==> src/rtl/tlb_op_sequencer_pkg.sv <==
// Shared TLB types: the stored entry layout, the CP0 TLB opcode and the
// sequencer state encoding.
package tlb_op_sequencer_pkg;

    localparam int VPN2_W = 19;
    localparam int ASID_W = 8;
    localparam int PFN_W  = 20;

    // One joint TLB entry: a VPN2/ASID tag pair mapping an even/odd page pair.
    typedef struct packed {
        logic [VPN2_W-1:0] vpn2;
        logic [ASID_W-1:0] asid;
        logic              g;
        logic [PFN_W-1:0]  pfn0;
        logic [2:0]        c0;
        logic              d0;
        logic              v0;
        logic [PFN_W-1:0]  pfn1;
        logic [2:0]        c1;
        logic              d1;
        logic              v1;
    } TLBEntry;

    typedef enum logic [1:0] {
        TLBR  = 2'd0,
        TLBWI = 2'd1,
        TLBWR = 2'd2,
        TLBP  = 2'd3
    } TLBOp;

    typedef enum logic [1:0] {
        ST_IDLE  = 2'd0,
        ST_READ  = 2'd1,
        ST_WRITE = 2'd2,
        ST_PROBE = 2'd3
    } seq_state_e;

endpackage

==> src/rtl/tlb_op_sequencer.sv <==
// Sequences TLBR/TLBWI/TLBWR/TLBP onto a time-multiplexed slow TLB whose
// ports are only ready while the addressed entry group is current.
//
// Handshake: a request is accepted on a cycle where req_valid && req_ready;
// req_ready is high only in IDLE, so at most one op is in flight. Request
// inputs are don't-care after the accepting edge. done is a one-cycle pulse
// in the first IDLE cycle after the op, and a new request may be accepted in
// that same cycle.
module tlb_op_sequencer
    import tlb_op_sequencer_pkg::*;
#(
    parameter int ENTRIES    = 64,
    parameter int GROUP_SIZE = 4,
    localparam int GROUPS    = ENTRIES / GROUP_SIZE,
    localparam int IW        = $clog2(ENTRIES)
) (
    input  logic              clock,
    input  logic              reset,
    input  logic              req_valid,
    input  TLBOp              req_op,
    output logic              req_ready,
    input  logic [IW-1:0]     req_index,
    input  logic [IW-1:0]     req_random,
    input  TLBEntry           req_entry,
    input  logic [VPN2_W-1:0] req_vpn2,
    input  logic [ASID_W-1:0] req_asid,
    output logic              done,
    output TLBEntry           resp_entry,
    output logic [IW-1:0]     resp_index,
    output logic              resp_miss,
    output logic [IW-1:0]     tlb_r_index,
    input  logic              tlb_r_ready,
    input  TLBEntry           tlb_r_resp,
    output logic              tlb_w_valid,
    output logic [IW-1:0]     tlb_w_index,
    output TLBEntry           tlb_w_data,
    input  logic              tlb_w_ready,
    output logic [VPN2_W-1:0] tlb_p_ivpn2,
    output logic [ASID_W-1:0] tlb_p_iasid,
    input  logic              tlb_p_ready,
    input  logic [IW-1:0]     tlb_p_index,
    output seq_state_e        fsm_state
);

    localparam int CW = $clog2(GROUPS) + 1;

    seq_state_e        state;
    seq_state_e        state_next;

    logic [IW-1:0]     idx_q;
    TLBEntry           entry_q;
    logic [VPN2_W-1:0] vpn2_q;
    logic [ASID_W-1:0] asid_q;
    logic [CW-1:0]     scan_cnt;
    logic              hit_q;
    logic [IW-1:0]     hit_idx_q;

    logic              accept;
    logic              scan_last;
    logic              done_set;
    logic              read_load;
    logic              probe_finish;

    assign scan_last = (scan_cnt == CW'(GROUPS - 1));

    // State register.
    always_ff @(posedge clock or posedge reset) begin
        if (reset) begin
            state <= ST_IDLE;
        end else begin
            state <= state_next;
        end
    end

    // Next-state: dispatch on opcode, leave when the group is current or the
    // probe has seen every group once.
    always_comb begin
        state_next = state;
        case (state)
            ST_IDLE: begin
                if (accept) begin
                    case (req_op)
                        TLBR:    state_next = ST_READ;
                        TLBWI,
                        TLBWR:   state_next = ST_WRITE;
                        TLBP:    state_next = ST_PROBE;
                        default: state_next = ST_IDLE;
                    endcase
                end
            end
            ST_READ:  if (tlb_r_ready) state_next = ST_IDLE;
            ST_WRITE: if (tlb_w_ready) state_next = ST_IDLE;
            ST_PROBE: if (scan_last)   state_next = ST_IDLE;
            default:  state_next = ST_IDLE;
        endcase
    end

    // State-decoded outputs and strobes for the datapath.
    always_comb begin
        req_ready    = (state == ST_IDLE);
        tlb_w_valid  = (state == ST_WRITE);
        accept       = req_valid && (state == ST_IDLE);
        read_load    = (state == ST_READ) && tlb_r_ready;
        probe_finish = (state == ST_PROBE) && scan_last;
        done_set     = read_load
                     || ((state == ST_WRITE) && tlb_w_ready)
                     || probe_finish;
    end

    // Request latches, probe scan bookkeeping and registered responses.
    always_ff @(posedge clock or posedge reset) begin
        if (reset) begin
            idx_q      <= '0;
            entry_q    <= '0;
            vpn2_q     <= '0;
            asid_q     <= '0;
            scan_cnt   <= '0;
            hit_q      <= 1'b0;
            hit_idx_q  <= '0;
            done       <= 1'b0;
            resp_entry <= '0;
            resp_index <= '0;
            resp_miss  <= 1'b0;
        end else begin
            done <= done_set;
            if (accept) begin
                idx_q     <= (req_op == TLBWR) ? req_random : req_index;
                entry_q   <= req_entry;
                vpn2_q    <= req_vpn2;
                asid_q    <= req_asid;
                scan_cnt  <= '0;
                hit_q     <= 1'b0;
                hit_idx_q <= '0;
            end else if (state == ST_PROBE) begin
                scan_cnt <= scan_cnt + 1'b1;
                // Only the first matching group counts; a multiple match is
                // a software error and is deliberately not flagged.
                if (tlb_p_ready && !hit_q) begin
                    hit_q     <= 1'b1;
                    hit_idx_q <= tlb_p_index;
                end
            end
            if (read_load) begin
                resp_entry <= tlb_r_resp;
            end
            // A hit in the final scan cycle still counts.
            if (probe_finish) begin
                resp_miss  <= !(hit_q || tlb_p_ready);
                resp_index <= hit_q ? hit_idx_q
                            : (tlb_p_ready ? tlb_p_index : '0);
            end
        end
    end

    assign tlb_r_index = idx_q;
    assign tlb_w_index = idx_q;
    assign tlb_w_data  = entry_q;
    assign tlb_p_ivpn2 = vpn2_q;
    assign tlb_p_iasid = asid_q;
    assign fsm_state   = state;

endmodule
==> config.mk <==
export PLATFORM = sky130hd
export DESIGN_NAME = tlb_op_sequencer
export DESIGN_NICKNAME = d
export VERILOG_FILES = /design/src/rtl/tlb_op_sequencer_pkg.sv /design/src/rtl/tlb_op_sequencer.sv
export SDC_FILE = /design/constraint.sdc
export NUM_CORES = 1
export LEC_CHECK = 0
export ABC_AREA = 1
export CORE_AREA = 10 10 153 155
export CTS_CLUSTER_DIAMETER = 50
export DETAILED_ROUTE_END_ITERATION = 7
export DIE_AREA = 0 0 163 165
export GPL_TIMING_DRIVEN = 0
export HOLD_SLACK_MARGIN = 0.05
export PLACE_DENSITY = 0.9
export SYNTH_ARGS = -nofsm -noshare
export SYNTH_HDL_FRONTEND = slang
export SYNTH_SLANG_ARGS = --single-unit
export TNS_END_PERCENT = 100
==> constraint.sdc <==
create_clock -name clock -period 20.2 [get_ports clock]
set_input_delay 3.03 -clock clock [delete_from_list [all_inputs] [get_ports clock]]
set_output_delay 3.03 -clock clock [all_outputs]
set_load 0.005 [all_outputs]
==> results.cfg, run 1 <==
[logic_synthesis]
synth_ff_type = dfrtp_1
synth_fp_nets = 1173
synth_commonest_cells = nand2_1 (477), dfrtp_1 (211), inv_1 (101)
synth.distinct_cells = 18
synth.cell_area_um2 = 8340
ys_seq_elements = 211
synth.most_common_cell = nand2_1
synth_largest_area_cell = dfrtp_1
synthArstFlopShare_pct = 100
yosys_warnings = 0
netlist_top_cells_area = dfrtp_1 (63%), nand2_1 (21%), o21ai_0 (5.3%)
avgSynthCellArea_um2 = 8.69
syn_inst = 960
synth_edf_count = 0
synth.top_cell.area_share_pct = 63.3
seq_area_frac_synth_pct = 63.3

[floorplan]
dieHeight_um = 165
ios = 416
die-width_um = 163
dieArea_um2 = 26900
start_util_pct = 41.4
core_area_um2 = 20200
rows = 52

[global_routing]
grt_max_degree = 128
grt_pass1_vias = 8668
grtUsageMet2_pct = 39.1
grt.total_usage_pct = 22.1
grt_first_pass_wirelength_um = 47300
antenna_found_initial = 0
grt.overflow.total = 0
met3_usage_pct = 8.94
globalRouteMet1Util_pct = 22.8
top_usage_layer = met2

[final_layout]
area_delta_synth_final_pct = 65.4
nNetsFinal = 1618
drive_gt1_share_pct = 6.19
antenna_cells = 0
instances_no_fill = 1692

[cts]
cts_setup_buffers = 0
clock_sinks = 211
ctsResizeCount = 0
clk_pin_slew_ps = 60
htree_levels = 1
cts_hold_buffers = 0
numCtsBuffers = 27
root_buffer = clkbuf_16
clk_latency_ps = 520
clk_path_buf_depth = 3
cts_tree = yes

[detailed_routing]
drt-total-wl_um = 31300
vias = 8048
via_per_inst = 4.76
drtIter0Drc = 503
drc = 0
firstDrtPassIters = 5
detail-route-antenna-nets = 0
routedWlPerCell_um = 18.5

[critical_path]
worst_ep_required_time_ps = 17170
critPathLaunchType = flop
path_class = reg -> out
endpoint_kind = primary output
arrival_ps = 1720
critPathMaxFanout = 8
r2r_slack_ps = 18520

[sta]
fin_setup_tns_ps = 0
finalCritPeriodShare_pct = 23.5
relSlewSlack_pct = 55.6
drv_slew = 0
setup_viol = 0
timing.fmax_mhz = 210
finalHoldViolCount = 0
rsz0062_at_grt = no
worst_pin_slew_ps = 666
period_needed_ps = 4750
clock_skew_ps = 7.76

[power_and_ir_drop]
powerDensity_nw_per_um2 = 146
ir_drop_mv = 0.100
p_leak_nw = 6.89

[place]
dpl.cell_count = 1646
hpwlAfterDp_um = 23800
gp_congestion = 0.856
port_buffers = 415

[job]
maxCapViolations = 0

[min_path]
min_path_type = reg -> reg

[status]
status = completed
## worst paths after layout
| kind | startpoint | end | depth (start not counted) |
|---|---|---|---|
| min in group asynchronous | reset | resp_entry[24] | 2 |
| max reg2reg | fsm_state[1] | resp_entry[27] | 5 |
| min reg2reg | tlb_w_data[35] | tlb_w_data[35] | 2 |
| max | fsm_state[0] | tlb_w_valid | 4 |
| min | tlb_w_data[35] | tlb_w_data[35] | 2 |
| max in group asynchronous | reset | hit_idx_q[5] | 3 |
## area by class of cell
| type | instances | area [um^2] |
|---|---|---|
| multi-input combinational | 596 | 2430 |
| fill | 1388 | 6370 |
| sequential | 211 | 5280 |
| inverter | 103 | 394 |
| clock buffer | 32 | 724 |
| buffer | 50 | 249 |
| tap | 270 | 338 |
| clock inverter | 14 | 204 |
| timing repair buffer | 416 | 4180 |
## per-stage QoR
| step | hold slack [ps] | total power, W | util [%] | setup WS (ps) | cell area [um^2] |
|---|---|---|---|---|---|
| floorplan | 469 | 0.000967 | - | 11400 | 8340 |
| global placement | 461 | 0.00148 | 63.6 | 8750 | 12800 |
| detailed placement | 465 | 0.00152 | 63.8 | 15560 | 12900 |
| CTS | 480 | 0.00203 | 68.4 | 15410 | 13800 |
| global route | 487 | 0.00213 | 68.4 | 15340 | 13800 |
| finish | 476 | 0.00201 | 68.4 | 15450 | 13800 |
## report_power, final
part | switching, W | internal (W) | total, W
Clock | 0.000188 | 0.000309 | 0.000498
Sequential | 0.000111 | 0.000609 | 0.000720
Combinational | 0.000345 | 0.000451 | 0.000796
Total | 0.000644 | 0.00137 | 0.00201
## metal layers
metal,share of wire (%),vias to the layer above
met5,0,-
met4,3.7,0
met3,11,76
met2,50,387
met1,35,3804
li1,-,3781
## worst max-delay path, stage by stage, from the launching register on
cell and delay, ps:
dfrtp_1 480, inv_1 110, nand2_1 70, inv_1 60, clkdlybuf4s50_1 490
## logic make-up (layout without fill, tap and decap cells)
logic type | count (synthesis) | count (layout) | share of synthesized area, %
AOI/OAI and AO/OA | 92 | 92 | 5.59
adders and majority gates | 4 | 4 | 0.600
buffers and inverters | 153 | 615 | 7.62
DFF | 211 | 211 | 63.3
and+or+nand+nor | 500 | 500 | 22.9
## placed cells by master, fill, tap and decap left out, drive strengths merged
cell type and instances:
clkdlybuf4s50 415, nor2 5, o22ai 1, and3 1, buf 36, o211ai 2, clkbuf 47, clkinvlp 2
dfrtp 211, or2 1, clkinv 3, o21ai 88, ha 4, bufinv 4, a21oi 1, nand2 479
inv 108, nand3 14
## registers in the layout (all words and copies together) (netlist names)
name,cells
done,1
fsm_state,2
hit_idx_q,6
hit_q,1
resp_entry,78
resp_index,6
resp_miss,1
scan_cnt,5
tlb_p_iasid,8
tlb_p_ivpn2,19
tlb_r_index,6
tlb_w_data,78
(Power assumes the default switching activity.)
==> inputs of run 2 (changes only) <==
--- a/config.mk
+++ b/config.mk
@@ -6,13 +6,13 @@
 export NUM_CORES = 1
 export LEC_CHECK = 0
 export ABC_AREA = 1
-export CORE_AREA = 10 10 153 155
+export CORE_MARGIN = 10
+export CORE_UTILIZATION = 37
 export CTS_CLUSTER_DIAMETER = 50
 export DETAILED_ROUTE_END_ITERATION = 7
-export DIE_AREA = 0 0 163 165
 export GPL_TIMING_DRIVEN = 0
 export HOLD_SLACK_MARGIN = 0.05
-export PLACE_DENSITY = 0.9
+export PLACE_DENSITY = 0.86
 export SYNTH_ARGS = -nofsm -noshare
 export SYNTH_HDL_FRONTEND = slang
 export SYNTH_SLANG_ARGS = --single-unit
==> constraint.sdc (replaced) <==
create_clock -name clock -period 3.9 [get_ports clock]
set_input_delay 0.585 -clock clock [delete_from_list [all_inputs] [get_ports clock]]
set_output_delay 0.585 -clock clock [all_outputs]
set_load 0.005 [all_outputs]
==> results.cfg, run 2 (synthesis results as in run 1) <==
[global_routing]
grt_pass1_vias = 8600
grt_max_degree = 44
grt.total_usage_pct = 21.0
grt.overflow.total = 0
antenna_found_initial = 2
grt_first_pass_wirelength_um = 47900

[power_and_ir_drop]
switchingPower_w = 0.00334
powerDensity_nw_per_um2 = 755
combPwrFrac_pct = 39.1
p_leak_nw = 6.94
clkPwrFrac_pct = 25.3
ir_drop_mv = 0.530
p_int_w = 0.00718
p_sw_share_pct = 31.8
total_power_w = 0.0105
seq_power_share_pct = 35.7

[detailed_routing]
drtIter0Drc = 551
vias = 8030
firstDrtPassIters = 7
via_per_inst = 4.69
drc = 0
met1_length_um = 10900
wl_met2_um = 16000
wl_met3_um = 3730
dr.max_layer_used = met4
drt-total-wl_um = 31600
routedWlPerCell_um = 18.5
detail-route-antenna-nets = 0

[floorplan]
die-width_um = 170
dieArea_um2 = 29000
rows = 54
core_area_um2 = 22000
ios = 416
dieHeight_um = 170
start_util_pct = 37.9

[cts]
ctsResizeCount = 0
cts_tree = yes
clk_latency_ps = 520
numCtsBuffers = 27
clk_path_buf_depth = 3
cts_hold_buffers = 0
cts_setup_buffers = 0
htree_levels = 1
clk_pin_slew_ps = 60
root_buffer = clkbuf_16
clock_sinks = 211

[final_layout]
nNetsFinal = 1622
seqCellArea_um2 = 5280
final_cell_mix = nand2_1 (477), clkdlybuf4s50_1 (415), dfrtp_1 (211)
area_delta_synth_final_pct = 67.0
nFillCells = 1670
drive_gt1_share_pct = 6.57
multi_input_area_um2 = 2430
layout_commonest_cell = nand2_1

[sta]
finalCritPeriodShare_pct = 60.8
worst_slack_ps = 1530
hold_slack_ps = 474
rsz0062_at_grt = no
relSlewSlack_pct = 60.8
setup_viol = 0
drv_slew = 0
finalHoldViolCount = 0
period_needed_ps = 2370
clock_skew_ps = 13.5
worst_pin_slew_ps = 586
timing.fmax_mhz = 422

[place]
gp_congestion = 0.866
place_ws_ps = 1690
hpwlAfterDp_um = 24500
port_buffers = 415

[critical_path]
endpoint_kind = primary output
critPathLaunchType = flop
path_class = reg -> out
worst_ep_required_time_ps = 3310
critPathMaxFanout = 8
arrival_ps = 1780

[status]
status = completed

[job]
maxCapViolations = 0

[min_path]
min_path_type = reg -> reg
-- run 2: worst paths after layout --
path	slack, ps	end	startpoint	cells past startpoint
max reg2reg	2150	tlb_w_data[8]	fsm_state[0]	7
max in group asynchronous	2300	tlb_w_data[3]	reset	5
max	1530	tlb_w_valid	fsm_state[0]	4
min reg2reg	470	tlb_w_data[47]	tlb_w_data[47]	2
min	470	tlb_w_data[47]	tlb_w_data[47]	2
min in group asynchronous	480	resp_entry[21]	reset	2
-- run 2: worst max-delay path, stage by stage (launching register included) --
cell and delay [ps]:
dfrtp_1 500, inv_1 120, nand2_1 80, inv_1 70
clkdlybuf4s50_1 500
-- run 2: power by group through the flow --
stage	combinational (W)	clock, W	sequential (W)
6_report	0.00411	0.00266	0.00375
4_1_cts	0.00419	0.00271	0.00375
2_1_floorplan	0.00124	0	0.00377
3_5_place_dp	0.00414	0	0.00375
3_3_place_gp	0.00401	0	0.00370
5_1_grt	0.00451	0.00280	0.00385
-- run 2: cell type report --
class	count	share of cell area (%)
inverter	103	2.80
timing repair buffer	420	30.5
tap	280	2.52
sequential	211	37.9
clock inverter	16	1.72
antenna	2	0.0359
buffer	50	1.79
clock buffer	34	5.26
multi-input combinational	596	17.4
-- run 2: metal layers --
metal / global-route usage [%] / vias to the layer above
li1: - / 3808
met1: 20.8 / 3798
met2: 38.0 / 368
met3: 9.30 / 56
met4: 7.63 / 0
met5: 0 / -
-- run 2: through the flow --
step | instance area [um^2] | instances | TNS, ps | util [%]
after global routing | 13900 | 1712 | 0 | 63.2
after detailed placement | 12900 | 1660 | 0 | 58.8
after CTS | 13900 | 1710 | 0 | 63.2
after global placement | 12800 | 1655 | -210630 | 58.3
final | 13900 | 1712 | 0 | 63.2
after floorplan | 8350 | 960 | 0 | -
==> inputs of run 3 (changes only) <==
--- a/config.mk
+++ b/config.mk
@@ -7,12 +7,12 @@
 export LEC_CHECK = 0
 export ABC_AREA = 1
 export CORE_MARGIN = 10
-export CORE_UTILIZATION = 37
+export CORE_UTILIZATION = 40
 export CTS_CLUSTER_DIAMETER = 50
 export DETAILED_ROUTE_END_ITERATION = 7
 export GPL_TIMING_DRIVEN = 0
 export HOLD_SLACK_MARGIN = 0.05
-export PLACE_DENSITY = 0.86
+export PLACE_DENSITY = 0.88
 export SYNTH_ARGS = -nofsm -noshare
 export SYNTH_HDL_FRONTEND = slang
 export SYNTH_SLANG_ARGS = --single-unit
==> constraint.sdc (replaced) <==
create_clock -name clock -period 2.3 [get_ports clock]
set_input_delay 0.345 -clock clock [delete_from_list [all_inputs] [get_ports clock]]
set_output_delay 0.345 -clock clock [all_outputs]
set_load 0.005 [all_outputs]
==> results.cfg, run 3 (synthesis results as in run 1) <==
[status]
status = completed

[detailed_routing]
via_per_inst = 4.76
drtIter0Drc = 450
drc = 0
detail-route-antenna-nets = 0
routedWlPerCell_um = 18.3
drt-total-wl_um = 31100
vias = 8073
firstDrtPassIters = 5

[floorplan]
die-width_um = 164
core_area_um2 = 20400
rows = 52
dieArea_um2 = 27000
ios = 416
start_util_pct = 41.0
dieHeight_um = 164

[cts]
cts_setup_buffers = 0
root_buffer = clkbuf_16
clk_path_buf_depth = 3
ctsResizeCount = 0
clk_latency_ps = 510
cts_tree = yes
cts_hold_buffers = 0
htree_levels = 1
clock_sinks = 211
numCtsBuffers = 25
clk_pin_slew_ps = 60

[place]
port_buffers = 415
dpl.cell_count = 1650
gp_congestion = 0.838
place_ws_ps = 218
hpwlAfterDp_um = 24100

[critical_path]
path_buf_inv = 3
worst_ep_required_time_ps = 1960
endpoint_kind = primary output
critPathLaunchType = flop
crit_family = buffers and inverters
slowest_delay_ps = 500
critPathMaxFanout = 8
path_cells = inv_1 > nand2_1 > inv_1 > clkdlybuf4s50_1
crit_top_cell = inv_1
path_class = reg -> out
cp_slowest_cell = clkdlybuf4s50_1
arrival_ps = 1740
critPathLaunch = fsm_state[0]
reg2reg_from = fsm_state[1]

[power_and_ir_drop]
clkPwrFrac_pct = 22.5
p_sw_share_pct = 32.6
p_int_w = 0.0116
ir_drop_mv = 0.916
powerDensity_nw_per_um2 = 1250
p_leak_nw = 6.86
switchingPower_w = 0.00559
seq_power_share_pct = 36.7
combPwrFrac_pct = 40.8

[sta]
period_needed_ps = 2080
worst_slack_ps = 218
relSlewSlack_pct = 48.7
finalCritPeriodShare_pct = 90.5
drv_slew = 0
setup_viol = 0
hold_slack_ps = 315
clock_skew_ps = 8.39
timing.fmax_mhz = 480
fin_setup_tns_ps = 0
rsz0062_at_grt = no
worst_pin_slew_ps = 768
finalHoldViolCount = 0

[final_layout]
antenna_cells = 0
multi_input_area_um2 = 2430
nFillCells = 1443
seqCellArea_um2 = 5280
nNetsFinal = 1620
drive_gt1_share_pct = 6.25
final_cell_mix = nand2_1 (477), clkdlybuf4s50_1 (415), dfrtp_1 (211)
layout_commonest_cell = nand2_1
area_delta_synth_final_pct = 64.9
instances_no_fill = 1695

[global_routing]
grt_max_degree = 42
grt_first_pass_wirelength_um = 46700
grt.total_usage_pct = 21.8
grt_pass1_vias = 8555
antenna_found_initial = 0
grt.overflow.total = 0

[job]
maxCapViolations = 0

[min_path]
min_path_type = in -> async
-- run 3: cell count changes in the layout (fill, tap and decap cells not counted), sizes merged --
cell,change
bufinv,-4
clkbuf,-1
clkinvlp,+2
diode,-2
inv,-4
clkinv,+2
-- run 3: area by class of cell --
type                       count  area share [%]
clock buffer                  33            5.06
multi-input combinational    596            17.6
timing repair buffer         420            30.9
sequential                   211            38.4
tap                          270            2.46
buffer                        50            1.81
clock inverter                12           0.864
inverter                     103            2.84
-- run 3: worst register-to-register path, delay by kind of cell, from the launching register on --
family	cells	cell delay (ps)
AOI/OAI and AO/OA	1	180
buffers and inverters	3	740
DFF	1	480
and+or+nand+nor	1	120
-- run 3: final timing paths --
path,to,slack [ps],cells past startpoint
worst max-delay path,tlb_w_valid,220,4
worst min-delay path,resp_entry[60],320,2
worst max register to register,resp_entry[38],620,5
worst min register to register,tlb_p_iasid[7],480,2
max in group asynchronous,tlb_w_data[25],830,5
min in group clock,tlb_w_data[62],360,3
-- run 3: power groups by stage --
stage	sequential, W	combinational (W)	clock (W)
floorplan	0.00638	0.00211	0
global placement	0.00625	0.00679	0
detailed placement	0.00631	0.00704	0
CTS	0.00631	0.00711	0.00393
global route	0.00649	0.00764	0.00408
finish	0.00631	0.00700	0.00386
-- run 3: layer usage --
layer	global-route usage, %	vias up	wire (um)
li1	-	3787	-
met1	22.2	3835	10500
met2	38.9	371	15700
met3	9.21	80	3610
met4	7.97	0	1270
met5	0	-	0
-- run 3: per-stage QoR --
step	utilization [%]	instance area (um^2)	power [W]
floorplan	-	8350	0.00850
global placement	63.0	12800	0.0130
detailed placement	63.5	12900	0.0134
CTS	67.5	13800	0.0174
global route	67.5	13800	0.0182
finish	67.5	13800	0.0172
